===== src/rtl/prog_instruction_memory_pkg.sv =====
// Shared definitions for the run-time loadable instruction memory.
//   imem_state_e  : controller state (no program / loading / running)
//   IMEM_NOP_WORD : default word returned on faulting fetches
//   word_idx()    : byte address -> instruction word index
package imem_pkg;

  typedef enum logic [1:0] {
    ST_IDLE = 2'd0,
    ST_LOAD = 2'd1,
    ST_RUN  = 2'd2
  } imem_state_e;

  localparam logic [63:0] IMEM_NOP_WORD = 64'h0;

  // Instructions are 4-byte aligned; the two low address bits are only
  // used for the alignment check, never for indexing.
  function automatic logic [63:0] word_idx(input logic [63:0] byte_addr);
    return {2'b00, byte_addr[63:2]};
  endfunction

endpackage


===== src/rtl/prog_instruction_memory_if.sv =====
// Load-stream and fetch bus of the instruction memory.
//   load_*  : valid/ready program load stream (+ start pulse, last, overflow)
//   prog_len: length of the current valid program in words
//   fetch_* : request/address in, 1-cycle registered response out
// master = program loader / fetch stage, slave = the memory.
interface prog_instruction_memory_if #(
  parameter int WIDTH  = 22,
  parameter int ADDR_W = 22,
  parameter int LEN_W  = 8
);
  logic              load_start;
  logic              load_valid;
  logic [WIDTH-1:0]  load_data;
  logic              load_last;
  logic              load_ready;
  logic              load_ovf;
  logic [LEN_W-1:0]  prog_len;
  logic              fetch_req;
  logic [ADDR_W-1:0] fetch_addr;
  logic              fetch_valid;
  logic [WIDTH-1:0]  fetch_data;
  logic              fetch_fault;

  modport master (
    output load_start, load_valid, load_data, load_last, fetch_req, fetch_addr,
    input  load_ready, load_ovf, prog_len, fetch_valid, fetch_data, fetch_fault
  );

  modport slave (
    input  load_start, load_valid, load_data, load_last, fetch_req, fetch_addr,
    output load_ready, load_ovf, prog_len, fetch_valid, fetch_data, fetch_fault
  );
endinterface


===== src/rtl/prog_instruction_memory_imem_array.sv =====
// Simple dual-port RAM, WIDTH x DEPTH.
//   i_clk            : clock
//   i_we/i_waddr/i_wdata : synchronous write port
//   i_re/i_raddr     : read enable / address
//   o_rdata          : registered read data, holds when i_re is low
// Contents are deliberately not reset.
module imem_array #(
  parameter int WIDTH = 22,
  parameter int DEPTH = 128,
  parameter int AW    = 7
) (
  input  logic             i_clk,
  input  logic             i_we,
  input  logic [AW-1:0]    i_waddr,
  input  logic [WIDTH-1:0] i_wdata,
  input  logic             i_re,
  input  logic [AW-1:0]    i_raddr,
  output logic [WIDTH-1:0] o_rdata
);
  logic [WIDTH-1:0] r_mem [DEPTH];

  always_ff @(posedge i_clk) begin
    if (i_we) r_mem[i_waddr] <= i_wdata;
  end

  always_ff @(posedge i_clk) begin
    if (i_re) o_rdata <= r_mem[i_raddr];
  end
endmodule


===== src/rtl/prog_instruction_memory.sv =====
// Run-time loadable instruction memory for the fetch stage.
//   clk   : rising-edge clock
//   rst_n : synchronous active-low reset
//   bus   : slave side of prog_instruction_memory_if
//           - load stream fills RAM from word 0 after a load_start pulse
//           - fetches return the word one cycle later, or NOP_WORD with
//             fetch_fault when misaligned / out of program / no program.
module prog_instruction_memory
  import imem_pkg::*;
#(
  parameter int               WIDTH    = 22,
  parameter int               DEPTH    = 128,
  parameter int               ADDR_W   = 22,
  parameter logic [WIDTH-1:0] NOP_WORD = IMEM_NOP_WORD[WIDTH-1:0]
) (
  input logic                     clk,
  input logic                     rst_n,
  prog_instruction_memory_if.slave bus
);
  localparam int LEN_W = $clog2(DEPTH + 1);
  localparam int AW    = (DEPTH > 1) ? $clog2(DEPTH) : 1;

  imem_state_e      r_state, w_state_nxt;
  logic [LEN_W-1:0] r_ptr, r_len;
  logic             r_ovf;
  logic             r_fv, r_ff, r_nop_sel;
  logic             w_ready, w_hs, w_ptr_end, w_fault;
  logic [63:0]      w_idx;
  logic [WIDTH-1:0] w_rdata;

  assign w_hs      = bus.load_valid && w_ready;
  assign w_ptr_end = (r_ptr == LEN_W'(DEPTH - 1));
  assign w_idx     = word_idx(64'(bus.fetch_addr));

  // A fetch in the same cycle as load_start is treated as having no program.
  assign w_fault = (r_state != ST_RUN) || bus.load_start ||
                   (bus.fetch_addr[1:0] != 2'b00) || (w_idx >= 64'(r_len));

  // ---------------- FSM: state register ----------------
  always_ff @(posedge clk) begin
    if (!rst_n) r_state <= ST_IDLE;
    else        r_state <= w_state_nxt;
  end

  // ---------------- FSM: next state ----------------
  always_comb begin
    w_state_nxt = r_state;
    case (r_state)
      ST_IDLE, ST_RUN: if (bus.load_start) w_state_nxt = ST_LOAD;
      ST_LOAD: begin
        if (bus.load_start)                       w_state_nxt = ST_LOAD;
        else if (w_hs && (bus.load_last || w_ptr_end)) w_state_nxt = ST_RUN;
      end
      default: w_state_nxt = ST_IDLE;
    endcase
  end

  // ---------------- FSM: outputs ----------------
  always_comb begin
    w_ready = 1'b0;
    if (r_state == ST_LOAD && !bus.load_start) w_ready = 1'b1;
  end

  // ---------------- load pointer / length / overflow ----------------
  always_ff @(posedge clk) begin
    if (!rst_n) begin
      r_ptr <= '0;
      r_len <= '0;
      r_ovf <= 1'b0;
    end else if (bus.load_start) begin
      r_ptr <= '0;
      r_len <= '0;
      r_ovf <= 1'b0;
    end else if (w_hs) begin
      r_ptr <= r_ptr + LEN_W'(1);
      if (bus.load_last) begin
        r_len <= r_ptr + LEN_W'(1);
      end else if (w_ptr_end) begin
        r_len <= LEN_W'(DEPTH);
        r_ovf <= 1'b1;
      end
    end
  end

  // ---------------- fetch response ----------------
  // r_nop_sel selects NOP_WORD vs RAM output; it resets to 1 so fetch_data
  // shows NOP_WORD out of reset although the RAM register is unreset.
  always_ff @(posedge clk) begin
    if (!rst_n) begin
      r_fv      <= 1'b0;
      r_ff      <= 1'b0;
      r_nop_sel <= 1'b1;
    end else begin
      r_fv <= bus.fetch_req;
      if (bus.fetch_req) begin
        r_ff      <= w_fault;
        r_nop_sel <= w_fault;
      end
    end
  end

  // Read only for non-faulting fetches: the index is then below prog_len,
  // hence inside the array, and the RAM output holds between fetches.
  imem_array #(.WIDTH(WIDTH), .DEPTH(DEPTH), .AW(AW)) u_array (
    .i_clk   (clk),
    .i_we    (w_hs),
    .i_waddr (r_ptr[AW-1:0]),
    .i_wdata (bus.load_data),
    .i_re    (bus.fetch_req && !w_fault),
    .i_raddr (w_idx[AW-1:0]),
    .o_rdata (w_rdata)
  );

  assign bus.load_ready  = w_ready;
  assign bus.load_ovf    = r_ovf;
  assign bus.prog_len    = r_len;
  assign bus.fetch_valid = r_fv;
  assign bus.fetch_fault = r_ff;
  assign bus.fetch_data  = r_nop_sel ? NOP_WORD : w_rdata;
endmodule


===== src/flat_wrapper.sv =====
// flat-port wrapper written by rule: the top's interface ports become plain ports
module prog_instruction_memory_flat import imem_pkg::*;
#(
  parameter int               WIDTH    = 22,
  parameter int               DEPTH    = 128,
  parameter int               ADDR_W   = 22,
  parameter logic [WIDTH-1:0] NOP_WORD = IMEM_NOP_WORD[WIDTH-1:0]
)
  (clk, rst_n, bus_load_start, bus_load_valid, bus_load_data, bus_load_last, bus_fetch_req, bus_fetch_addr, bus_load_ready, bus_load_ovf, bus_prog_len, bus_fetch_valid, bus_fetch_data, bus_fetch_fault);
  prog_instruction_memory_if #(.WIDTH(WIDTH), .ADDR_W(ADDR_W), .LEN_W(($clog2(DEPTH + 1)))) bus_i ();
  input logic clk;
  input logic rst_n;
  input wire logic [$bits(bus_i.load_start)-1:0] bus_load_start;
  input wire logic [$bits(bus_i.load_valid)-1:0] bus_load_valid;
  input wire logic [$bits(bus_i.load_data)-1:0] bus_load_data;
  input wire logic [$bits(bus_i.load_last)-1:0] bus_load_last;
  input wire logic [$bits(bus_i.fetch_req)-1:0] bus_fetch_req;
  input wire logic [$bits(bus_i.fetch_addr)-1:0] bus_fetch_addr;
  output wire logic [$bits(bus_i.load_ready)-1:0] bus_load_ready;
  output wire logic [$bits(bus_i.load_ovf)-1:0] bus_load_ovf;
  output wire logic [$bits(bus_i.prog_len)-1:0] bus_prog_len;
  output wire logic [$bits(bus_i.fetch_valid)-1:0] bus_fetch_valid;
  output wire logic [$bits(bus_i.fetch_data)-1:0] bus_fetch_data;
  output wire logic [$bits(bus_i.fetch_fault)-1:0] bus_fetch_fault;
  assign bus_i.load_start = bus_load_start;
  assign bus_i.load_valid = bus_load_valid;
  assign bus_i.load_data = bus_load_data;
  assign bus_i.load_last = bus_load_last;
  assign bus_i.fetch_req = bus_fetch_req;
  assign bus_i.fetch_addr = bus_fetch_addr;
  assign bus_load_ready = bus_i.load_ready;
  assign bus_load_ovf = bus_i.load_ovf;
  assign bus_prog_len = bus_i.prog_len;
  assign bus_fetch_valid = bus_i.fetch_valid;
  assign bus_fetch_data = bus_i.fetch_data;
  assign bus_fetch_fault = bus_i.fetch_fault;
  prog_instruction_memory #(.WIDTH(WIDTH), .DEPTH(DEPTH), .ADDR_W(ADDR_W), .NOP_WORD(NOP_WORD)) u_core (.clk(clk), .rst_n(rst_n), .bus(bus_i));
endmodule

===== config.mk =====
export PLATFORM = sky130hd
export DESIGN_NAME = prog_instruction_memory_flat
export DESIGN_NICKNAME = d
export VERILOG_FILES = /design/src/rtl/prog_instruction_memory_pkg.sv /design/src/rtl/prog_instruction_memory_if.sv /design/src/rtl/prog_instruction_memory_imem_array.sv /design/src/rtl/prog_instruction_memory.sv /design/src/flat_wrapper.sv
export SDC_FILE = /design/constraint.sdc
export NUM_CORES = 2
export LEC_CHECK = 0
export BUFFER_PORTS_ARGS = -buffer_cell sky130_fd_sc_hd__clkbuf_2
export CORE_UTILIZATION = 40
export CTS_CLUSTER_DIAMETER = 50
export DETAILED_ROUTE_END_ITERATION = 16
export SYNTH_ARGS = -nofsm -noshare
export SYNTH_HDL_FRONTEND = slang
export SYNTH_SLANG_ARGS = --single-unit

===== constraint.sdc =====
create_clock -name clk -period 4.9 [get_ports clk]
set_input_delay 0.735 -clock clk [delete_from_list [all_inputs] [get_ports clk]]
set_output_delay 0.735 -clock clk [all_outputs]
set_load 0.05 [all_outputs]

==> flow_summary.ini <==
[cells_and_area]
layout.nets = 5618
multi_input_area_um2 = 22100
n_fill_cell = 22339
register_area_um2 = 85700
drive_gt1_share_pct = 25.8
area_delta_synth_final_pct = 15.6
design_area_um2 = 126000

[yosys]
synth_top_area_share_pct = 78.4
yosysWarnings = 0
syn_area_per_cell_um2 = 21.1
synthDistinctLibCells = 38
synth_area_um2 = 109000
yosys.area.top_type = edfxtp_1
synth_ff_type = edfxtp_1
synth-seq-cells = 2860
syn-num-nets = 5213
syn-instance-count = 5154
synth_edf_count = 2838
yosysSeqAreaShare_pct = 78.8
async_flop_share_pct = 0
synth_area_leaders = edfxtp_1 (78%), mux4_2 (11%), mux2i_1 (3.2%)

[setup_path]
arrival_ps = 2890
crit_path_max_fanout = 12
crit_required_ps = 4160
r2r_cells = 7
cp-start-kind = flip-flop
end_kind = primary output
worstSetupPathType = flip-flop to primary output

[grt]
grt_remaining_overflow = 0
grt_pass1_vias = 53723
grtUsageTotal_pct = 20.7
grt_max_degree = 129
grt_pass1_wl_mm = 402
antenna_found_initial = 15

[status]
status = complete, no violations

[pwr]
intPower_w = 0.0415
p_clk_share_pct = 44.7
p_leak_nw = 40.0
p_comb_share_pct = 4.1
powerDensity_nw_per_um2 = 418
sequentialPowerShare_pct = 51.2
p_sw_w = 0.0110
power_w = 0.0525
ir_worst_vdd_mv = 0.342
sw_frac_of_total_pct = 21.0

[routing]
viasPerCell = 5.70
via_count = 53517
dr.pass1.iters = 6
routedWlPerCell_um = 30.3
drtIter0Drc = 6046
ant_nets = 0
wirelength_mm = 285
drc_errors = 0

[sta]
layout_worst_path_cycle_share_pct = 73.9
hold_violations = 0
setup_tns_ps = 0
setup_viol = 0
clock-skew-final_ps = 63.0
rsz0062_at_grt = false
clock.fmax_mhz = 276
tightest_slew_ps = 1250
slew_viol_final = 0
period_needed_ps = 3620
relSlewSlack_pct = 16.3

[worst_hold_path]
worstHoldPathType = input pin to flip-flop
worstHoldPathCells = 2

[clock_tree]
cts-root-buf = clkbuf_16
cts_buffer_depth = 4
path_clk_slew_ps = 60
cts_tree = built
htreeDepth = 5
clk_latency_ps = 940
clkSinkCount = 2860
cts_buffers = 325

[floorplan]
io_pins = 84
die_area_um2 = 274000
coreArea_um2 = 271000
dieHeight_um = 523
row_count = 191
start_util_pct = 40.2
die_x_um = 523

[run]
cap_violations = 0

[placement]
port_buffers = 83
placed_area_um2 = 115000
dpl.hpwl_mm = 169
place.gp.congestion = 0.867
registers in the layout (all words and copies together), names as in the netlist:
signal	cells
u_core.bus.fetch_valid	1
u_core.u_array.r_mem	2816
u_core.r_ptr	8
u_core.r_nop_sel	1
u_core.bus.prog_len	8
u_core.bus.load_ovf	1
u_core.bus.fetch_fault	1
u_core.r_state	2
u_core.u_array.o_rdata	22
per-layer routing:
layer / track usage, % / part of all wire, %
met3: 3.51 / 6.8
met1: 28.1 / 41
met4: 7.83 / 4.0
met5: 0 / 0
met2: 33.5 / 49
power groups by stage:
stage | clock network, W | registers [W] | logic (W)
floorplan | 0 | 0.0274 | 0.00108
global placement | 0 | 0.0274 | 0.00213
detailed placement | 0 | 0.0274 | 0.00217
CTS | 0.0238 | 0.0269 | 0.00217
global route | 0.0247 | 0.0269 | 0.00226
finish | 0.0235 | 0.0269 | 0.00214
worst max-delay path, stage by stage, from the launching register on:
cell and delay [ps]:
dfxtp_1 520, buf_4 320, nor2b_1 670, clkbuf_2 410
final timing paths:
| kind | start | endpoint | slack (ps) |
|---|---|---|---|
| min reg2reg | u_core.r_state[0]$_SDFFE_PN0P_ | u_core.r_state[0]$_SDFFE_PN0P_ | 500 |
| max | u_core.r_nop_sel$_SDFFE_PN1P_ | bus_fetch_data[19] | 1280 |
| max reg2reg | u_core.r_state[0]$_SDFFE_PN0P_ | u_core.u_array.r_mem[34][6]$_DFFE_PP_ | 1680 |
| min | bus_fetch_req | u_core.bus.fetch_valid$_SDFF_PN0_ | 80 |
metrics by stage:
step                      util, %  cells  hold WS, ps  setup WS, ps
after floorplan                 -   5154          450           917
after global placement       42.6   8801          477           587
after detailed placement     42.6   8801          487           753
after CTS                    46.4   9368         17.6          1170
after global routing         46.4   9375         55.7          1270
final                        46.5   9390         81.4          1280
kinds of logic after synthesis:
kind of cell	after synthesis	synth area share (%)
buffers and inverters	302	1.23
multiplexers	880	14.2
adder cells (fa/ha/maj)	9	0.104
AO/OA/AOI/OAI	537	3.46
AND/OR/NAND/NOR	556	2.19
XOR/XNOR	10	0.0805
flip-flops	2860	78.8
layout make-up:
type / instances / area share, %
Timing Repair Buffer: 370 / 2.44
Sequential cell: 2860 / 68.2
Clock inverter: 179 / 1.39
Inverter: 10 / 0.0299
Clock buffer: 387 / 6.78
Tap cell: 3570 / 3.55
Antenna cell: 22 / 0.0438
Multi-Input combinational cell: 1992 / 17.6
cell usage after synthesis (26+ instances only):
cell      count
a211oi_1    155
a22oi_1     183
buf_2       118
clkbuf_1    151
edfxtp_1   2838
mux2i_1     352
mux4_2      528
nand2_1     267
nand3_1      34
nor2_1      152
nor2b_1      28
nor4_1       26
o22ai_1     176
cell usage in the layout, fill, tap and decap left out, types with 42 or more instances in the layout:
cell and instances:
clkinv_2 42, clkbuf_16 332, mux2i_1 352, a22oi_1 183, nand2_1 267, edfxtp_1 2838, clkbuf_2 59, a211oi_1 155
o22ai_1 176, buf_4 274, mux4_2 528, nor2_2 127, clkbuf_1 54, clkinv_1 51
repair_timing:
action,CTS,global route
gates resized for setup,0,0
endpoints found under the hold margin,1,0
hold buffers,1,0
buffers inserted,0,0
(Power assumes the default switching activity.)
